$ cat config.mk
export PLATFORM = sky130hd
export DESIGN_NAME = riscv_pert_cfg_master
export DESIGN_NICKNAME = d
export VERILOG_FILES = /design/src/rtl/riscv_pert_cfg_master.sv
export SDC_FILE = /design/constraint.sdc
export NUM_CORES = 1
export LEC_CHECK = 0
export ABC_AREA = 1
export CORE_MARGIN = 5
export CORE_UTILIZATION = 35
export CTS_BUF_LIST = sky130_fd_sc_hd__clkbuf_8
export DETAILED_ROUTE_END_ITERATION = 12
export DONT_BUFFER_PORTS = 1
export GPL_ROUTABILITY_DRIVEN = 0
export PLACE_DENSITY = 0.53
export SLEW_MARGIN = 20
export SYNTH_ARGS = -nofsm -noshare
export SYNTH_HDL_FRONTEND = slang
export SYNTH_SLANG_ARGS = --single-unit
$ cat constraint.sdc
create_clock -name clk_i -period 4.1 [get_ports clk_i]
set_input_delay 1.23 -clock clk_i [delete_from_list [all_inputs] [get_ports clk_i]]
set_output_delay 1.23 -clock clk_i [all_outputs]
set_load 0.03 [all_outputs]
$ cat src/rtl/riscv_pert_cfg_master.sv
`default_nettype none
// ============================================================================
// Module      : riscv_pert_cfg_master
// Description : Debug-bus master for the perturbation unit's debug port.
//               Buffers read/write configuration commands in a small FIFO
//               and issues them one at a time as req/gnt/rvalid transactions,
//               returning read data or a timeout error. Perturbation
//               registers (addr[13:8]==6'b000110, index addr[5:2]) and all
//               other addresses are forwarded unmodified.
// Revision    : 1.0 - initial release
// ============================================================================
module riscv_pert_cfg_master #(
  parameter int FIFO_DEPTH     = 4,
  parameter int TIMEOUT_CYCLES = 256
) (
  input  logic        clk_i,
  input  logic        rst_ni,
  input  logic        cmd_valid_i,
  output logic        cmd_ready_o,
  input  logic        cmd_we_i,
  input  logic [14:0] cmd_addr_i,
  input  logic [31:0] cmd_wdata_i,
  output logic        rsp_valid_o,
  output logic        rsp_we_o,
  output logic        rsp_err_o,
  output logic [31:0] rsp_rdata_o,
  output logic        busy_o,
  output logic        dbg_req_o,
  output logic        dbg_we_o,
  output logic [14:0] dbg_addr_o,
  output logic [31:0] dbg_wdata_o,
  input  logic        dbg_gnt_i,
  input  logic        dbg_rvalid_i,
  input  logic [31:0] dbg_rdata_i
);

  localparam int PTR_W = $clog2(FIFO_DEPTH);
  localparam int CNT_W = (TIMEOUT_CYCLES > 0) ? $clog2(TIMEOUT_CYCLES + 1) : 1;
  localparam logic [PTR_W:0]   C_FULL = (PTR_W + 1)'(FIFO_DEPTH);
  localparam logic [CNT_W-1:0] C_TMO  = CNT_W'(TIMEOUT_CYCLES);

  typedef struct packed {
    logic        we;
    logic [14:0] addr;
    logic [31:0] wdata;
  } cmd_t;

  typedef enum logic [1:0] {
    S_IDLE = 2'd0,
    S_REQ  = 2'd1,
    S_WAIT = 2'd2
  } state_e;

  cmd_t             fifo_q [FIFO_DEPTH];
  cmd_t             fifo_d [FIFO_DEPTH];
  logic [PTR_W-1:0] wr_ptr_q, wr_ptr_d;
  logic [PTR_W-1:0] rd_ptr_q, rd_ptr_d;
  logic [PTR_W:0]   count_q, count_d;
  logic             cmd_ready_q, cmd_ready_d;

  state_e           state_q, state_d;
  logic [CNT_W-1:0] tmo_cnt_q, tmo_cnt_d;
  logic             dbg_req_q, dbg_req_d;
  logic             dbg_we_q, dbg_we_d;
  logic [14:0]      dbg_addr_q, dbg_addr_d;
  logic [31:0]      dbg_wdata_q, dbg_wdata_d;
  logic             rsp_valid_q, rsp_valid_d;
  logic             rsp_we_q, rsp_we_d;
  logic             rsp_err_q, rsp_err_d;
  logic [31:0]      rsp_rdata_q, rsp_rdata_d;

  logic             push;
  logic             pop;
  cmd_t             head;
  logic [CNT_W-1:0] tmo_inc;
  logic             tmo_hit;

  // Pop is decided purely from registered state so ready can be precomputed.
  assign push    = cmd_valid_i & cmd_ready_q;
  assign pop     = (state_q == S_IDLE) && (count_q != '0);
  assign head    = fifo_q[rd_ptr_q];
  // Saturating increment; the hit fires on the edge the counter would reach the limit.
  assign tmo_inc = (tmo_cnt_q == C_TMO) ? tmo_cnt_q : tmo_cnt_q + CNT_W'(1);
  assign tmo_hit = (TIMEOUT_CYCLES != 0) && (tmo_inc == C_TMO);

  // FIFO storage, pointers, occupancy and the precomputed ready flag.
  always_comb begin
    fifo_d   = fifo_q;
    wr_ptr_d = wr_ptr_q;
    rd_ptr_d = rd_ptr_q;
    count_d  = count_q;
    if (push) begin
      fifo_d[wr_ptr_q] = '{we: cmd_we_i, addr: cmd_addr_i, wdata: cmd_wdata_i};
      wr_ptr_d         = wr_ptr_q + PTR_W'(1);
    end
    if (pop) begin
      rd_ptr_d = rd_ptr_q + PTR_W'(1);
    end
    case ({push, pop})
      2'b10:   count_d = count_q + (PTR_W + 1)'(1);
      2'b01:   count_d = count_q - (PTR_W + 1)'(1);
      default: count_d = count_q;
    endcase
    // A full FIFO still accepts a push in any cycle where the FSM will pop.
    cmd_ready_d = !((count_d == C_FULL) && (state_d != S_IDLE));
  end

  // Transaction FSM: launch from IDLE, hold request until grant, await rvalid.
  always_comb begin
    state_d     = state_q;
    tmo_cnt_d   = tmo_cnt_q;
    dbg_req_d   = dbg_req_q;
    dbg_we_d    = dbg_we_q;
    dbg_addr_d  = dbg_addr_q;
    dbg_wdata_d = dbg_wdata_q;
    rsp_valid_d = 1'b0;
    rsp_we_d    = rsp_we_q;
    rsp_err_d   = rsp_err_q;
    rsp_rdata_d = rsp_rdata_q;
    case (state_q)
      S_IDLE: begin
        if (count_q != '0) begin
          dbg_req_d   = 1'b1;
          dbg_we_d    = head.we;
          dbg_addr_d  = head.addr;
          dbg_wdata_d = head.wdata;
          tmo_cnt_d   = '0;
          state_d     = S_REQ;
        end
      end
      S_REQ: begin
        tmo_cnt_d = tmo_inc;
        if (dbg_gnt_i) begin
          dbg_req_d = 1'b0;
          state_d   = S_WAIT;
        end else if (tmo_hit) begin
          dbg_req_d   = 1'b0;
          rsp_valid_d = 1'b1;
          rsp_we_d    = dbg_we_q;
          rsp_err_d   = 1'b1;
          rsp_rdata_d = '0;
          state_d     = S_IDLE;
        end
      end
      S_WAIT: begin
        tmo_cnt_d = tmo_inc;
        if (dbg_rvalid_i) begin
          rsp_valid_d = 1'b1;
          rsp_we_d    = dbg_we_q;
          rsp_err_d   = 1'b0;
          rsp_rdata_d = dbg_we_q ? 32'h0 : dbg_rdata_i;
          state_d     = S_IDLE;
        end else if (tmo_hit) begin
          rsp_valid_d = 1'b1;
          rsp_we_d    = dbg_we_q;
          rsp_err_d   = 1'b1;
          rsp_rdata_d = '0;
          state_d     = S_IDLE;
        end
      end
      default: begin
        dbg_req_d = 1'b0;
        state_d   = S_IDLE;
      end
    endcase
  end

  // Command storage needs no reset: occupancy is tracked by the pointers.
  always_ff @(posedge clk_i) begin
    fifo_q <= fifo_d;
  end

  // Control and output registers; reset discards any queued commands.
  always_ff @(posedge clk_i or negedge rst_ni) begin
    if (!rst_ni) begin
      wr_ptr_q    <= '0;
      rd_ptr_q    <= '0;
      count_q     <= '0;
      cmd_ready_q <= 1'b1;
      state_q     <= S_IDLE;
      tmo_cnt_q   <= '0;
      dbg_req_q   <= 1'b0;
      dbg_we_q    <= 1'b0;
      dbg_addr_q  <= '0;
      dbg_wdata_q <= '0;
      rsp_valid_q <= 1'b0;
      rsp_we_q    <= 1'b0;
      rsp_err_q   <= 1'b0;
      rsp_rdata_q <= '0;
    end else begin
      wr_ptr_q    <= wr_ptr_d;
      rd_ptr_q    <= rd_ptr_d;
      count_q     <= count_d;
      cmd_ready_q <= cmd_ready_d;
      state_q     <= state_d;
      tmo_cnt_q   <= tmo_cnt_d;
      dbg_req_q   <= dbg_req_d;
      dbg_we_q    <= dbg_we_d;
      dbg_addr_q  <= dbg_addr_d;
      dbg_wdata_q <= dbg_wdata_d;
      rsp_valid_q <= rsp_valid_d;
      rsp_we_q    <= rsp_we_d;
      rsp_err_q   <= rsp_err_d;
      rsp_rdata_q <= rsp_rdata_d;
    end
  end

  assign cmd_ready_o = cmd_ready_q;
  assign busy_o      = (count_q != '0) || (state_q != S_IDLE);
  assign dbg_req_o   = dbg_req_q;
  assign dbg_we_o    = dbg_we_q;
  assign dbg_addr_o  = dbg_addr_q;
  assign dbg_wdata_o = dbg_wdata_q;
  assign rsp_valid_o = rsp_valid_q;
  assign rsp_we_o    = rsp_we_q;
  assign rsp_err_o   = rsp_err_q;
  assign rsp_rdata_o = rsp_rdata_q;

endmodule
`default_nettype wire

==> results.py <==
metrics = {
    "status": {
        "run_status": "finished clean",
    },
    "yosys": {
        "post_synth.cell_area_avg_um2": 11.8,
        "synth_seq_area_share": 0.706,
        "post-synth-top-count-cell": "nor2_1",
        "synthesis.yosys.warnings": 0,
        "synth-async-reset-ratio": 0.349,
        "syn_area_um2": 11800,
        "number_of_nets_in_the_synthesized_netlist": 1095,
        "synth_edf_count": 192,
        "synth_top_area_frac": 0.488,
        "netlist_top_cells_count": "260 x nor2_1, 192 x edfxtp_1, 103 x o21ai_0, 102 x dfrtp_1, 66 x nand2_1",
        "yosys.cell_types.count": 35,
        "synth_area_leaders": "edfxtp_1 49%, dfrtp_1 22%, nor2_1 8.3%",
        "ys_seq_elements": 295,
        "netlist.top_cell.by_area": "edfxtp_1",
        "synth-main-ff-cell": "edfxtp_1",
        "syn-instance-count": 998,
    },
    "floorplanning": {
        "placementRows": 67,
        "core_region_area_um2": 33400,
        "io_pins": 171,
        "initial_utilization": 0.353,
        "die-area_um2": 37500,
        "die-height_um": 194,
        "die_width_um": 194,
    },
    "clock_network": {
        "ctsLongestPathBuffers": 3,
        "cts.htree.levels": 2,
        "post_cts.repair.setup_buffers": 0,
        "clkLatencyLatePin_ns": 0.62,
        "clock_tree_from_tritoncts": "built",
        "cts_hold_buf": 0,
        "numClockSinks": 295,
        "clkTransAtPathRegs_ns": 0.06,
        "cts_made_buffers": 50,
        "clockRootBuffer": "clkbuf_8",
        "resize_count_post_cts": 0,
    },
    "route": {
        "antenna_left": 0,
        "routedWlPerCell_um": 18.2,
        "first_pass_iters": 5,
        "detail_route.wirelength_um": 27300,
        "drc": 0,
        "viasPerCell": 4.78,
        "drt_iter0_drc": 257,
        "num_vias": 7168,
    },
    "global_routing": {
        "grt_antenna_before_repair": 0,
        "first_global_vias": 7442,
        "grt_max_degree": 104,
        "grtUsageTotal": 0.145,
        "congestion_overflow_gr": 0,
        "grt_first_pass_wirelength_um": 43100,
    },
    "finish": {
        "finalNetCount": 1108,
        "instances_no_fill": 1500,
        "area_delta_synth_final_pct": 12.9,
        "postLayoutCoreUtil": 0.399,
        "num-fill-cells": 3181,
        "final_layout_size_suffix_gt1_frac": 0.144,
        "diodes": 0,
    },
    "worst_setup_path": {
        "timing.critical_path.slowest_cell_delay_ns": 0.49,
        "critical_path_arrival_ns": 1.90,
        "setup.worst_path.start_class": "register",
        "crit_path_end_kind": "primary output",
        "worst_path_most_repeated_cell": "inv_1",
        "crit_path_max_fanout": 4,
        "critical-path-slowest-cell": "nor3_1",
        "crit_path_cells": "nor3_1, inv_1, nor2_1, inv_1",
        "required_ns": 2.87,
        "path_class": "reg -> out",
    },
    "power_and_ir_drop": {
        "report.power.total_w": 0.0107,
        "leakagePower_nw": 5.10,
        "powerDensity_nw_per_um2": 805,
        "vdd_ir_drop_max_v": 0.000386,
    },
    "timing": {
        "hold_ws_ns": 0.311,
        "worstMarginPinSlew_ns": 1.05,
        "number_of_max_slew_violations_in_the_final_report": 0,
        "fmaxAchievable_mhz": 320,
        "timing.final.crit_period_ns": 3.13,
        "worst_clock_skew_ns": 0.0246,
        "report.final.hold_viol_count": 0,
        "layout_worst_path_cycle_share": 0.762,
        "finalSetupViolations": 0,
        "slew_headroom": 0.298,
        "rsz0062_at_grt": "false",
        "fin_setup_tns_ns": 0,
    },
    "placed_design": {
        "buffer_ports.inserted": 0,
        "dp.final_hpwl_um": 15300,
        "numPlacedInstances": 1406,
    },
    "flow_run": {
        "max-cap-violations": 0,
    },
    "min_path": {
        "hold_path_class": "in -> async",
    },
}
==> critical path, delay by kind of cell (launching register included) <==
kind	cells	cell delay [ns]
buffers and inverters	2	0.31
flip-flops	1	0.39
AND/OR/NAND/NOR	2	0.60
==> cells by family (layout without fill, tap and decap cells) <==
logic type               Yosys count  after routing  share of synthesized area
AO/OA/AOI/OAI                    167            167                     0.0774
XOR/XNOR                          10             10                    0.00805
adder cells (fa/ha/maj)           12             12                     0.0133
buffers and inverters             91            145                     0.0324
flip-flops                       295            295                      0.706
AND/OR/NAND/NOR                  423            423                      0.163
==> path summary, 6_finish.rpt <==
path	startpoint	endpoint	slack, ns	cells after the start
min in group clk_i	count_q[2]	count_q[2]	0.52	1
max	count_q[1]	busy_o	0.97	4
min	rst_ni	dbg_wdata_o[22]	0.31	0
max reg2reg	tmo_cnt_q[0]	rsp_rdata_o[26]	1.68	14
min reg2reg	count_q[2]	count_q[2]	0.52	1
max in group asynchronous	rst_ni	rd_ptr_q[0]	3.59	0
==> power by group <==
part | switching, W | leakage, nW | internal (W)
clock network | 0.00121 | 0.608 | 0.00147
registers | 0.00123 | 3.00 | 0.00403
logic | 0.00191 | 1.50 | 0.000895
total | 0.00435 | 5.10 | 0.00639
==> state kept, by name, summed over array words and instances (netlist names) <==
register	count
count_q	3
rsp_we_o	1
tmo_cnt_q	9
wr_ptr_q	2
fifo_q	192
rsp_err_o	1
rsp_valid_o	1
cmd_ready_o	1
dbg_we_o	1
dbg_addr_o	15
state_q	2
dbg_wdata_o	32
rsp_rdata_o	32
rd_ptr_q	2
dbg_req_o	1
==> layer usage <==
layer,vias to the layer above,global-route usage,wire length (um)
met5,-,0,0
met4,0,0.0551,730
met3,59,0.0643,2710
met2,207,0.236,12700
met1,3444,0.171,11100
li1,3458,-,-
==> final cells by class <==
| cell class | instances | area (um^2) | area share |
|---|---|---|---|
| Sequential cell | 295 | 8350 | 0.626 |
| Multi-Input combinational cell | 612 | 3130 | 0.235 |
| Clock buffer | 57 | 785 | 0.0588 |
| Tap cell | 448 | 561 | 0.0420 |
| Clock inverter | 36 | 253 | 0.0189 |
| Inverter | 40 | 151 | 0.0113 |
| Timing Repair Buffer | 12 | 110 | 0.00825 |
==> stage by stage <==
stage | setup slack (ns) | instance area [um^2]
2_1_floorplan | 0.216 | 11800
3_3_place_gp | 0.932 | 12300
3_5_place_dp | 0.905 | 12300
6_report | 0.974 | 13300
5_1_grt | 0.719 | 13300
4_1_cts | 0.911 | 13300
==> placed cells by master (no fill, tap or decap), types with 5 or more instances in the layout <==
cell      synthesis  layout
a21oi_1           5       5
dfrtp_1         102     100
ha_1             11      11
nand3_1          41      41
nor2_1          260     254
buf_4             0      11
o21ai_0         103     103
clkinv_2          0      12
o22ai_1           9       9
nand2_4          23      23
xor2_1            7       7
nand2_2          20      20
inv_1            37      54
nor2_4            3       8
a31oi_1          48      48
nand2_1          66      66
edfxtp_1        192     192
clkbuf_8          0      57
Note: power is estimated with default switching activity, not from simulation.
